===== src/rtl/mul_div_pkg.sv =====
// Shared types for the iterative HI/LO multiply/divide unit.
package mul_div_pkg;

    typedef enum logic [2:0] {
        MD_MULT  = 3'd0,
        MD_MULTU = 3'd1,
        MD_DIV   = 3'd2,
        MD_DIVU  = 3'd3,
        MD_MTHI  = 3'd4,
        MD_MTLO  = 3'd5
    } muldiv_op_t;

    typedef enum logic {
        MD_IDLE,
        MD_RUN
    } md_state_t;

endpackage


===== src/rtl/mul_div_if.sv =====
// EX-stage request bundle and HI/LO / stall results of the mul/div unit.
interface mul_div_if #(
    parameter int WIDTH = 32
);
    import mul_div_pkg::*;

    logic             start;
    muldiv_op_t       op;
    logic [WIDTH-1:0] src_a;
    logic [WIDTH-1:0] src_b;
    logic             busy;
    logic [WIDTH-1:0] hi;
    logic [WIDTH-1:0] lo;

    modport master (output start, op, src_a, src_b, input busy, hi, lo);
    modport slave  (input start, op, src_a, src_b, output busy, hi, lo);

endinterface


===== src/rtl/mul_div_step.sv =====
// One iteration on {acc, opr}: shift-add multiply step or restoring divide step.
module mul_div_step #(
    parameter int WIDTH = 32
) (
    input  logic             is_div_i,
    input  logic [WIDTH-1:0] acc_i,
    input  logic [WIDTH-1:0] opr_i,
    input  logic [WIDTH-1:0] m_i,
    output logic [WIDTH-1:0] acc_o,
    output logic [WIDTH-1:0] opr_o
);
    logic [WIDTH:0] sum;
    logic [WIDTH:0] shifted;
    logic [WIDTH:0] diff;

    always_comb begin
        sum     = {1'b0, acc_i} + {1'b0, m_i};
        shifted = {acc_i, opr_i[WIDTH-1]};
        diff    = shifted - {1'b0, m_i};
        if (is_div_i) begin
            // remainder < divisor keeps diff[WIDTH] a valid borrow flag
            if (!diff[WIDTH]) begin
                acc_o = diff[WIDTH-1:0];
                opr_o = {opr_i[WIDTH-2:0], 1'b1};
            end else begin
                acc_o = shifted[WIDTH-1:0];
                opr_o = {opr_i[WIDTH-2:0], 1'b0};
            end
        end else if (opr_i[0]) begin
            {acc_o, opr_o} = {sum, opr_i[WIDTH-1:1]};
        end else begin
            {acc_o, opr_o} = {1'b0, acc_i, opr_i[WIDTH-1:1]};
        end
    end

endmodule


===== src/rtl/mul_div_unit.sv =====
// Iterative HI/LO multiply/divide unit: FSM, counter, sign fix-up and HI/LO registers.
module mul_div_unit
    import mul_div_pkg::*;
#(
    parameter int WIDTH = 32
) (
    input  logic      clk,
    input  logic      reset,
    mul_div_if.slave  bus
);
    localparam int CNT_W = $clog2(WIDTH);
    localparam logic [CNT_W-1:0] LAST = CNT_W'(WIDTH - 1);

    md_state_t        state_q, state_d;
    logic [CNT_W-1:0] cnt_q, cnt_d;
    logic [WIDTH-1:0] acc_q, acc_d, mq_q, mq_d, m_q, m_d, a_q, a_d;
    logic [WIDTH-1:0] hi_q, hi_d, lo_q, lo_d;
    logic             div_q, div_d, neg_q, neg_d, rneg_q, rneg_d, dz_q, dz_d;
    logic [WIDTH-1:0] step_acc, step_opr;
    logic [2*WIDTH-1:0] prod;
    logic             sgn;

    function automatic logic [WIDTH-1:0] mag(input logic [WIDTH-1:0] x, input logic s);
        return (s && x[WIDTH-1]) ? -x : x;
    endfunction

    mul_div_step #(.WIDTH(WIDTH)) u_step (
        .is_div_i (div_q),
        .acc_i    (acc_q),
        .opr_i    (mq_q),
        .m_i      (m_q),
        .acc_o    (step_acc),
        .opr_o    (step_opr)
    );

    always_comb begin
        state_d = state_q;
        cnt_d   = cnt_q;
        acc_d   = acc_q;
        mq_d    = mq_q;
        m_d     = m_q;
        a_d     = a_q;
        hi_d    = hi_q;
        lo_d    = lo_q;
        div_d   = div_q;
        neg_d   = neg_q;
        rneg_d  = rneg_q;
        dz_d    = dz_q;
        sgn     = (bus.op == MD_MULT) || (bus.op == MD_DIV);
        prod    = {step_acc, step_opr};
        if (neg_q) prod = -prod;
        case (state_q)
            MD_IDLE: begin
                if (bus.start) begin
                    case (bus.op)
                        MD_MTHI: hi_d = bus.src_a;
                        MD_MTLO: lo_d = bus.src_a;
                        MD_MULT, MD_MULTU, MD_DIV, MD_DIVU: begin
                            div_d   = (bus.op == MD_DIV) || (bus.op == MD_DIVU);
                            neg_d   = sgn && (bus.src_a[WIDTH-1] ^ bus.src_b[WIDTH-1]);
                            rneg_d  = sgn && bus.src_a[WIDTH-1];
                            dz_d    = (bus.src_b == '0);
                            a_d     = bus.src_a;
                            acc_d   = '0;
                            mq_d    = mag(bus.src_a, sgn);
                            m_d     = mag(bus.src_b, sgn);
                            cnt_d   = '0;
                            state_d = MD_RUN;
                        end
                        default: ;
                    endcase
                end
            end
            MD_RUN: begin
                acc_d = step_acc;
                mq_d  = step_opr;
                cnt_d = cnt_q + 1'b1;
                if (cnt_q == LAST) begin
                    state_d = MD_IDLE;
                    cnt_d   = '0;
                    if (!div_q) begin
                        {hi_d, lo_d} = prod;
                    end else if (dz_q) begin
                        // divide by zero returns the raw dividend in HI, no trap
                        hi_d = a_q;
                        lo_d = '1;
                    end else begin
                        lo_d = neg_q  ? -step_opr : step_opr;
                        hi_d = rneg_q ? -step_acc : step_acc;
                    end
                end
            end
            default: state_d = MD_IDLE;
        endcase
    end

    always_ff @(posedge clk) begin
        if (reset) begin
            state_q <= MD_IDLE;
            cnt_q   <= '0;
            acc_q   <= '0;
            mq_q    <= '0;
            m_q     <= '0;
            a_q     <= '0;
            hi_q    <= '0;
            lo_q    <= '0;
            div_q   <= 1'b0;
            neg_q   <= 1'b0;
            rneg_q  <= 1'b0;
            dz_q    <= 1'b0;
        end else begin
            state_q <= state_d;
            cnt_q   <= cnt_d;
            acc_q   <= acc_d;
            mq_q    <= mq_d;
            m_q     <= m_d;
            a_q     <= a_d;
            hi_q    <= hi_d;
            lo_q    <= lo_d;
            div_q   <= div_d;
            neg_q   <= neg_d;
            rneg_q  <= rneg_d;
            dz_q    <= dz_d;
        end
    end

    assign bus.busy = (state_q == MD_RUN);
    assign bus.hi   = hi_q;
    assign bus.lo   = lo_q;

endmodule


===== src/flat_wrapper.sv =====
// flat-port wrapper written by rule: the top's interface ports become plain ports
module mul_div_unit_flat import mul_div_pkg::*;
#(
    parameter int WIDTH = 32
)
  (clk, reset, bus_start, bus_op, bus_src_a, bus_src_b, bus_busy, bus_hi, bus_lo);
  mul_div_if #(.WIDTH(WIDTH)) bus_i ();
  input  logic clk;
  input  logic reset;
  input wire logic [$bits(bus_i.start)-1:0] bus_start;
  input wire logic [$bits(bus_i.op)-1:0] bus_op;
  input wire logic [$bits(bus_i.src_a)-1:0] bus_src_a;
  input wire logic [$bits(bus_i.src_b)-1:0] bus_src_b;
  output wire logic [$bits(bus_i.busy)-1:0] bus_busy;
  output wire logic [$bits(bus_i.hi)-1:0] bus_hi;
  output wire logic [$bits(bus_i.lo)-1:0] bus_lo;
  assign bus_i.start = bus_start;
  assign bus_i.op = bus_op;
  assign bus_i.src_a = bus_src_a;
  assign bus_i.src_b = bus_src_b;
  assign bus_busy = bus_i.busy;
  assign bus_hi = bus_i.hi;
  assign bus_lo = bus_i.lo;
  mul_div_unit #(.WIDTH(WIDTH)) u_core (.clk(clk), .reset(reset), .bus(bus_i));
endmodule

===== config.mk =====
export PLATFORM = sky130hd
export DESIGN_NAME = mul_div_unit_flat
export DESIGN_NICKNAME = d
export VERILOG_FILES = /design/src/rtl/mul_div_pkg.sv /design/src/rtl/mul_div_if.sv /design/src/rtl/mul_div_step.sv /design/src/rtl/mul_div_unit.sv /design/src/flat_wrapper.sv
export SDC_FILE = /design/constraint.sdc
export NUM_CORES = 1
export LEC_CHECK = 0
export CORE_MARGIN = 3
export CORE_UTILIZATION = 40
export CTS_CLUSTER_DIAMETER = 200
export DETAILED_ROUTE_END_ITERATION = 12
export GPL_ROUTABILITY_DRIVEN = 1
export SLEW_MARGIN = 20
export SYNTH_ARGS = -nofsm -noshare
export SYNTH_HDL_FRONTEND = slang
export SYNTH_SLANG_ARGS = --single-unit

===== constraint.sdc =====
create_clock -name clk -period 6.1 [get_ports clk]
set_input_delay 1.83 -clock clk [delete_from_list [all_inputs] [get_ports clk]]
set_output_delay 1.83 -clock clk [all_outputs]
set_load 0.03 [all_outputs]

# After elaboration in Yosys (flattened, before gate mapping)
# Cells that the tools add are included.
[totals]
wordCells = 82
register_bits = 202
out_inout_bits = 65
[classes]
eq_ne = 11
n_bitwise = 2
n_reduce_logical = 12
addsub = 8
mux = 37
[ops]
columns = ["cell", "count"]
rows = [
  ["$mux W32", 23],
  ["$pmux W32 S2", 4],
  ["$neg A32 Y32", 4],
  ["$mux W64", 1],
  ["$neg A64 Y64", 1],
  ["$add A32 B32 Y33", 1],
  ["$sub A33 B32 Y33", 1],
  ["$logic_not A32 Y1", 1],
  ["$mux W5", 3],
  ["$ne A2 B2 Y1 const B", 5],
  ["$pmux W5 S2", 1],
  ["$reduce_and A3 Y1", 3],
  ["$eq A3 B2 Y1 const B", 2],
  ["$eq A3 B3 Y1 const B", 2],
  ["$add A5 B1 Y5 const B", 1],
  ["$eq A5 B5 Y1 const B", 1],
  ["$mux W1", 4],
  ["$reduce_or A4 Y1", 1],
  ["$eq A3 B1 Y1 const B", 1],
  ["$logic_and A1 B1 Y1", 3],
  ["$logic_not A3 Y1", 1],
  ["$logic_or A1 B1 Y1", 2],
  ["$pmux W1 S2", 1],
  ["$reduce_and A2 Y1", 1],
  ["other kinds (2)", 2],
]

# Longest topological paths before layout
# Gate-level depths: netlist of the first run.
[depth]
depth_word = 9
mapped_depth = 23
ltp_nobuf = 22

# Cells and area by module
# From an unflattened synthesis of the first run, not the netlist that was laid out.
[hier_totals]
hier_cells = 2359
area_unflattened_um2 = 17091.4
[by_module_without_submodules]
columns = ["module", "area_per_inst_um2", "seq_area_each_um2", "cells_each", "n_inst"]
rows = [
  ["mul_div_unit", 12370.6, 4043.9, 1669, 1],
  ["mul_div_step", 4720.8, 0.0, 690, 1],
]

# Worst setup path after synthesis of the first run
# Ideal clock, no wire load.
[synth_path]
path_kind = "reg2reg"
startpoint = "reg u_core.div_q"
endpoint = "reg u_core.hi_q[22] (netlist: u_core.bus.hi[22])"
stages_incl_launch_ff = 22
path_buffers = 8
arrival_ns = 4.912
synth_period_minus_slack_ns = 4.991
slack_ns = 1.109
path_cell_list = "dfxtp_1 clkbuf_1 clkbuf_1 clkbuf_1 buf_2 buf_1 buf_2 buf_1 mux2_2 inv_1 ha_1 o21a_1 o2111ai_1 or3_1 nand2b_1 nand2b_1 nand2b_1 clkbuf_1 o41ai_1 xor2_1 nand3_1 o211ai_1"
[synth_between]
elab_chain_len = 7
[synth_lines]
columns = ["item", "line", "rtl"]
rows = [
  ["from (decl)", "mul_div_unit.sv:18", "logic div_q, div_d, neg_q, neg_d, rneg_q, rneg_d, dz_q, dz_d;"],
  ["from (signal assigned)", "mul_div_unit.sv:120", "div_q <= div_d;"],
  ["$mux W32", "mul_div_step.sv:20", "if (is_div_i) begin"],
  ["$neg A32 Y32", "mul_div_unit.sv:89", "hi_d = rneg_q ? -step_acc : step_acc;"],
  ["$mux W32", "mul_div_unit.sv:89", ""],
  ["$mux W32", "mul_div_unit.sv:83", "end else if (dz_q) begin"],
  ["$mux W32 (*)", "mul_div_unit.sv:81", "if (!div_q) begin"],
  ["$mux W32 (*)", "mul_div_unit.sv:78", "if (cnt_q == LAST) begin"],
  ["$pmux W32 S2 (*)", "mul_div_unit.sv:52", "case (state_q)"],
  ["to (signal assigned)", "mul_div_unit.sv:118", "hi_q <= hi_d;"],
  ["to (decl)", "mul_div_unit.sv:17", "logic [WIDTH-1:0] hi_q, hi_d, lo_q, lo_d;"],
]
# Mark *: on every way between the ends. The rest lies on a longest branch, timed or not. The select of a mux whose other input is x is not followed.
# A chain may end at the register's enable or synchronous reset.

# Worst setup path after layout of the first run
[layout_path]
startpoint = "reg u_core.mq_q[31]"
endpoint = "reg u_core.hi_q[26] (netlist: u_core.bus.hi[26])"
[layout_between]
elab_chain_len = 9
[layout_lines]
columns = ["item", "line", "rtl"]
rows = [
  ["from (decl)", "mul_div_unit.sv:16", "logic [WIDTH-1:0] acc_q, acc_d, mq_q, mq_d, m_q, m_d, a_q, a_d;"],
  ["from (signal assigned)", "mul_div_unit.sv:115", "mq_q <= mq_d;"],
  ["$sub A33 B32 Y33", "mul_div_step.sv:19", "diff = shifted - {1'b0, m_i};"],
  ["$mux W32", "mul_div_step.sv:22", "if (!diff[WIDTH]) begin"],
  ["$mux W32", "mul_div_step.sv:20", ""],
  ["$neg A32 Y32", "mul_div_unit.sv:89", ""],
  ["$mux W32", "mul_div_unit.sv:89", ""],
  ["$mux W32", "mul_div_unit.sv:83", ""],
  ["$mux W32 (*)", "mul_div_unit.sv:81", ""],
  ["$mux W32 (*)", "mul_div_unit.sv:78", ""],
  ["$pmux W32 S2 (*)", "mul_div_unit.sv:52", ""],
]
# Marks and branches as above.

==> results of run 1 <==
## critical path, delay by kind of cell, from the launching register on
kind | cells | cell delay [ps]
compound gates | 9 | 2250
simple gates | 6 | 1650
fa+ha+maj | 3 | 840
flops | 1 | 340
buf+inv | 2 | 290
mux | 1 | 140
## registers in the layout (all words and copies together) (netlist names)
| signal | flops |
|---|---|
| u_core.bus.hi | 32 |
| u_core.acc_q | 32 |
| u_core.rneg_q | 1 |
| u_core.bus.busy | 1 |
| u_core.mq_q | 32 |
| u_core.bus.lo | 32 |
| u_core.dz_q | 1 |
| u_core.a_q | 32 |
| u_core.cnt_q | 5 |
| u_core.m_q | 32 |
| u_core.neg_q | 1 |
| u_core.div_q | 1 |
## cell type report
type                    count  area, sq um  share of cell area
well taps                 585        732.0             0.03587
repair buffers            199         1856             0.09093
clock inverters             6        68.82            0.003372
clock buffers              42        790.8             0.03875
inverters                  72        270.3             0.01324
flip-flops and latches    202         4053              0.1986
multi-input cells        1968        12640              0.6192
## layer usage
layer / vias up / part of all wire
li1: 9028 / -
met1: 9489 / 0.44
met2: 936 / 0.43
met3: 179 / 0.083
met4: 0 / 0.044
met5: - / 0
## cell usage after synthesis (31+ instances only)
cell type,n,area share
nand2_1,276,0.059
nor2_1,256,0.055
a21oi_1,247,0.070
dfxtp_1,202,0.23
clkbuf_1,134,0.029
o21ai_0,131,0.037
xnor2_1,95,0.047
a211oi_1,84,0.036
xor2_1,73,0.036
ha_1,70,0.050
inv_1,68,0.015
nor3_1,53,0.015
nand3_1,47,0.013
o221ai_1,42,0.021
o211ai_1,38,0.016
o31ai_1,34,0.015
a21o_1,31,0.013
## cell families (layout without fill, tap and decap cells)
kind of cell | Yosys count | count (layout)
muxes | 50 | 50
xor gates and xnor gates | 168 | 168
AOI/OAI and AO/OA | 844 | 844
DFF | 202 | 202
adders and majority gates | 72 | 72
and+or+nand+nor | 834 | 834
buffers and inverters | 243 | 319
## repair_timing
action,4_1_cts,5_1_grt
endpoints found under the hold margin,0,0
endpoints found under the setup margin,0,5
resized for setup,0,2
## through the flow
| stage | total power, mW | area, sq um |
|---|---|---|
| floorplan | 2.398 | 17590 |
| global placement | 2.879 | 19530 |
| detailed placement | 2.883 | 19530 |
| CTS | 4.463 | 20390 |
| global route | 4.667 | 20410 |
| finish | 4.492 | 20410 |
## power breakdown
group | leakage, nW | switching (mW) | internal [mW]
clock | 0.420 | 0.667 | 0.926
combinational | 5.28 | 0.946 | 0.503
sequential | 1.65 | 0.0716 | 1.38
total | 7.35 | 1.68 | 2.81
## final timing paths
check / startpoint / end / slack (ps)
min reg2reg: u_core.bus.lo[23]$_SDFFE_PP0P_ / u_core.bus.lo[23]$_SDFFE_PP0P_ / 450
min: u_core.bus.lo[23]$_SDFFE_PP0P_ / u_core.bus.lo[23]$_SDFFE_PP0P_ / 450
max reg2reg: u_core.mq_q[31]$_SDFFE_PP0P_ / u_core.bus.hi[26]$_SDFFE_PP0P_ / 510
max: u_core.mq_q[31]$_SDFFE_PP0P_ / u_core.bus.hi[26]$_SDFFE_PP0P_ / 510
==> impl_metrics.yaml, run 1 <==
clock_network:
  clock_tree.buffer_depth: 3
  clk_pin_slew_worst_paths_ps: 60
  postCtsSetupBuffers: 0
  ctsHtreeMaxLevel: 1
  tritoncts: "built"
  cts.sinks: 202
  root_buffer: "clkbuf_16"
  post_cts_hold_buffer_count: 0
  insertion_delay_ps: 570
  cts-buffers-inserted: 26
pwr:
  irDropWorstVdd_v: 0.0002215
  power.static_leakage_nw: 7.347
  power.density_cell_area_nw_per_um2: 220.1
sta:
  fin_worst_hold_slack_ps: 449.6
  timing.clock.skew_ps: 10.79
  maxSlewViolCount: 0
  post-route-period-util: 0.9172
  setup_ws_ps: 505.3
  tightestPinTransition_ps: 1044
  layout_min_cycle_time_ps: 5595
  max_clock_freq_mhz: 178.7
  relSlewSlack: 0.3032
  setup-tns-final_ps: 0
  hold_viol: 0
  rsz0062_at_grt: "no"
  finalSetupViolations: 0
cells_and_area:
  most_frequent_standard_cell_in_the_layout_excluding_fill_and_tap_cells: "nand2_1"
  post_route_cells_drive_above_1_share: 0.08517
  layout.core_utilization: 0.4716
  nNetsFinal: 2611
  most-common-layout-cells: "nand2_1 (274), nor2_1 (253), a21oi_1 (245)"
  flow.area_growth_from_synthesis_pct: 16.00
  fin_cells: 3074
  antenna_cells: 0
  filler_cell_count: 4317
critical_path:
  worst-r2r-cell-count: 21
  worstPathMaxFanout: 8
  critical_path_required_ps: 6570
  endpoint_kind: "register"
  crit_path_start_kind: "register"
  worst_path_max_delay_cell: "o41ai_1"
  crit_arrival_ps: 6070
  cp_cell_sequence: "inv_1 -> ha_1 -> fa_1 -> nand2b_1 -> a21oi_2 -> o21a_1 -> o211a_2 -> o21ai_4 -> nand3_2 -> a21boi_0 -> ha_1 -> o21a_1 -> o2111ai_1 -> or3_1 -> nand2b_1 -> nand2b_1 -> nand2b_2 -> buf_4 -> o41ai_1 -> mux2i_1 -> a211oi_1"
  path_common_cell: "nand2b_1"
  critPathMaxStageDelay_ps: 510
  critical_path_class: "reg -> reg"
yosys:
  syn_area_per_cell_sq_um: 7.290
  dominant_combinational_cell_family_by_area_after_synthesis: "compound AO/OA/AOI/OAI gates"
  syn_std_cell_area_sq_um: 17590
  syn-num-nets: 2555
  muxShareOfSynthArea: 0.03016
  seq_area_frac_synth: 0.2299
  dominantRegCellSynth: "dfxtp_1"
  syn_inst: 2413
  synth_compound_gate_area_share: 0.3263
  synth.lib_cells_used.distinct: 111
  simple_gate_share_of_the_synthesized_area: 0.2241
  synth-async-reset-ratio: 0
  synth_warnings: 0
  synthAdderAreaFrac: 0.05207
  synth-edff-count: 0
  postSynthRegisterBits: 202
  synth_xor_area_frac: 0.08365
detailed_routing:
  vias_per_cell: 6.386
  drt_pre_antenna_iters: 6
  route.detailed.drc: 0
  detail_route.iter0.violations: 1931
  final_antenna_net_count: 0
  route.final.wire_length_microns: 75030
  wl_per_cell_microns: 24.41
  dr_total_vias: 19632
global_routing:
  grt_max_degree: 109
  wire_length_of_the_first_global_routing_pass_microns: 113800
  grt_busiest_layer: "met2"
  antenna_found_initial: 2
  grt.total_usage: 0.3102
  met1_usage: 0.4304
  grt_pass1_vias: 18567
  grt_total_ovfl: 0
  globalRouteMet2Util: 0.4804
  gr-usage-met3: 0.04985
floorplanning:
  io-pin-count: 135
  row_count: 76
  fp.coreArea_sq_um: 43270
  floorplan.initialDensity: 0.4066
  die_width_microns: 215.7
  die_area_sq_um: 46530
  die_h_microns: 215.7
placed_design:
  dpl.hpwl_microns: 56190
  place_worst_setup_slack_ps: 117.7
  portBuffers: 134
  dpl.cell_count: 3026
  gp_routability_congestion: 0.9700
run_status:
  run_status: "completed"
min_path:
  hold_path_class: "reg -> reg"
  timing.hold.worst_path_depth: 2
job:
  drv_cap: 0
(Power assumes the default switching activity.)
==> run 2, diff against run 1 <==
Settings changed: CORE_MARGIN 3 to 2.
==> impl_metrics.yaml, run 2 (synthesis gave the netlist of run 1 again) <==
run_status:
  run_status: "completed"
global_routing:
  wire_length_of_the_first_global_routing_pass_microns: 111800
  grt_total_ovfl: 0
  grt.total_usage: 0.3182
  gr-usage-met3: 0.05507
  grt_busiest_layer: "met2"
  antenna_found_initial: 3
  met1_usage: 0.4338
  grt_pass1_vias: 18317
  globalRouteMet2Util: 0.4934
  grt_max_degree: 106
clock_network:
  ctsHtreeMaxLevel: 1
  tritoncts: "built"
  cts-buffers-inserted: 26
  clk_pin_slew_worst_paths_ps: 70
  cts.sinks: 202
  root_buffer: "clkbuf_16"
  clock_tree.buffer_depth: 3
  postCtsSetupBuffers: 0
  insertion_delay_ps: 570
placed_design:
  portBuffers: 134
  gp_routability_congestion: 1.045
  place_worst_setup_slack_ps: 273.9
  dpl.hpwl_microns: 55500
detailed_routing:
  route.final.wire_length_microns: 74030
  route.detailed.drc: 0
  drt_pre_antenna_iters: 6
  wl_per_cell_microns: 24.10
  vias_per_cell: 6.351
  detail_route.iter0.violations: 1854
  final_antenna_net_count: 0
  dr_total_vias: 19511
floorplanning:
  die_area_sq_um: 45670
  fp.coreArea_sq_um: 43270
  io-pin-count: 135
  die_h_microns: 213.7
  floorplan.initialDensity: 0.4066
  row_count: 76
  die_width_microns: 213.7
cells_and_area:
  most_frequent_standard_cell_in_the_layout_excluding_fill_and_tap_cells: "nand2_1"
  flow.area_growth_from_synthesis_pct: 16.08
  nNetsFinal: 2608
  filler_cell_count: 4352
  post_route_cells_drive_above_1_share: 0.08407
  most-common-layout-cells: "nand2_1 (275), nor2_1 (253), a21oi_1 (246)"
critical_path:
  worst_path_max_delay_cell: "or3_1"
  critical_path_class: "reg -> reg"
  crit_path_start_kind: "register"
  crit_arrival_ps: 6150
  critPathMaxStageDelay_ps: 460
  critical_path_required_ps: 6520
  cp_cell_sequence: "inv_1 -> ha_1 -> fa_1 -> nand2b_1 -> a21oi_1 -> o21a_1 -> o211a_2 -> o21ai_4 -> nand3_2 -> a21boi_0 -> ha_1 -> o21a_1 -> o2111ai_1 -> or3_1 -> nand2b_1 -> nand2b_1 -> nand2b_2 -> buf_4 -> o41ai_1 -> xor2_1 -> o21ai_0 -> o21ai_0"
  worstPathMaxFanout: 10
  endpoint_kind: "register"
  path_common_cell: "nand2b_1"
job:
  drv_cap: 0
sta:
  fin_worst_hold_slack_ps: 453.3
  maxSlewViolCount: 0
  timing.clock.skew_ps: 14.85
  setup_ws_ps: 367.9
  relSlewSlack: 0.2674
  rsz0062_at_grt: "no"
  setup-tns-final_ps: 0
  hold_viol: 0
  finalSetupViolations: 0
  tightestPinTransition_ps: 1097
  max_clock_freq_mhz: 174.5
  layout_min_cycle_time_ps: 5732
  post-route-period-util: 0.9397
pwr:
  power.share.clock: 0.365
  pwr-share-seq: 0.318
  switchingPower_mw: 1.694
  power.switching_fraction: 0.3720
  power.density_cell_area_nw_per_um2: 223.1
  power.static_leakage_nw: 7.360
  p_comb_frac: 0.317
  irDropWorstVdd_v: 0.0002213
  internal_power_mw: 2.861
min_path:
  hold_path_class: "reg -> reg"
## run 2: changes by cell type in the layout (fill, tap and decap cells not counted), moves of 2 or more
cell / change
buf_4: -3
a21oi_2: -2
bufinv_16: +2
clkbuf_1: -2
clkbuf_8: -2
clkinv_2: +2
## run 2: cell type report
| cell class | count | area [sq um] | share of cell area |
|---|---|---|---|
| clock buffers | 38 | 755.7 | 0.03701 |
| repair buffers | 196 | 1833 | 0.08977 |
| clock inverters | 10 | 140.1 | 0.006863 |
| diodes | 1 | 2.502 | 0.0001225 |
| multi-input cells | 1968 | 12630 | 0.6187 |
| well taps | 585 | 732.0 | 0.03585 |
| flip-flops and latches | 202 | 4053 | 0.1985 |
| inverters | 72 | 270.3 | 0.01324 |
## run 2: routing by layer
layer	vias up	wire length, microns
li1	9021	-
met1	9442	32120
met2	886	32500
met3	162	6247
met4	0	3169
met5	-	0
## run 2: per-stage QoR
stage | instance area [sq um] | std cells | utilization | total power, mW
after global placement | 19510 | 3023 | 0.4508 | 2.870
after CTS | 20400 | 3071 | 0.4715 | 4.530
after global routing | 20420 | 3071 | 0.4719 | 4.718
final | 20420 | 3072 | 0.4719 | 4.555
after detailed placement | 19510 | 3023 | 0.4508 | 2.878
after floorplan | 17590 | 2413 | - | 2.398
## run 2: final timing paths
kind                             startpoint  depth (start not counted)                        endpoint  slack [ps]
min          u_core.bus.lo[23]$_SDFFE_PP0P_                          2  u_core.bus.lo[23]$_SDFFE_PP0P_         450
max reg2reg    u_core.mq_q[31]$_SDFFE_PP0P_                         22   u_core.bus.hi[8]$_SDFFE_PP0P_         370
min reg2reg  u_core.bus.lo[23]$_SDFFE_PP0P_                          2  u_core.bus.lo[23]$_SDFFE_PP0P_         450
max            u_core.mq_q[31]$_SDFFE_PP0P_                         22   u_core.bus.hi[8]$_SDFFE_PP0P_         370
## run 2: what timing repair did
action / 4_1_cts / 5_1_grt
endpoints found under the setup margin: 0 / 9
resized for setup: 0 / 2
hold buffers: 0 / 0
## run 2: power by group through the flow
stage	combinational, mW	sequential [mW]	clock, mW
after global routing	1.55	1.45	1.71
after detailed placement	1.40	1.47	0
after CTS	1.41	1.45	1.68
after floorplan	0.932	1.47	0
final	1.45	1.45	1.66
after global placement	1.40	1.47	0
## run 2: worst max-delay path: cells and delay by family (launching register included)
family                   cells  cell delay, ps
flip-flops                   1             350
AO/OA/AOI/OAI               10            2290
buffers and inverters        2             300
AND/OR/NAND/NOR              6            1700
adder cells (fa/ha/maj)      3             830
XOR/XNOR                     1             120
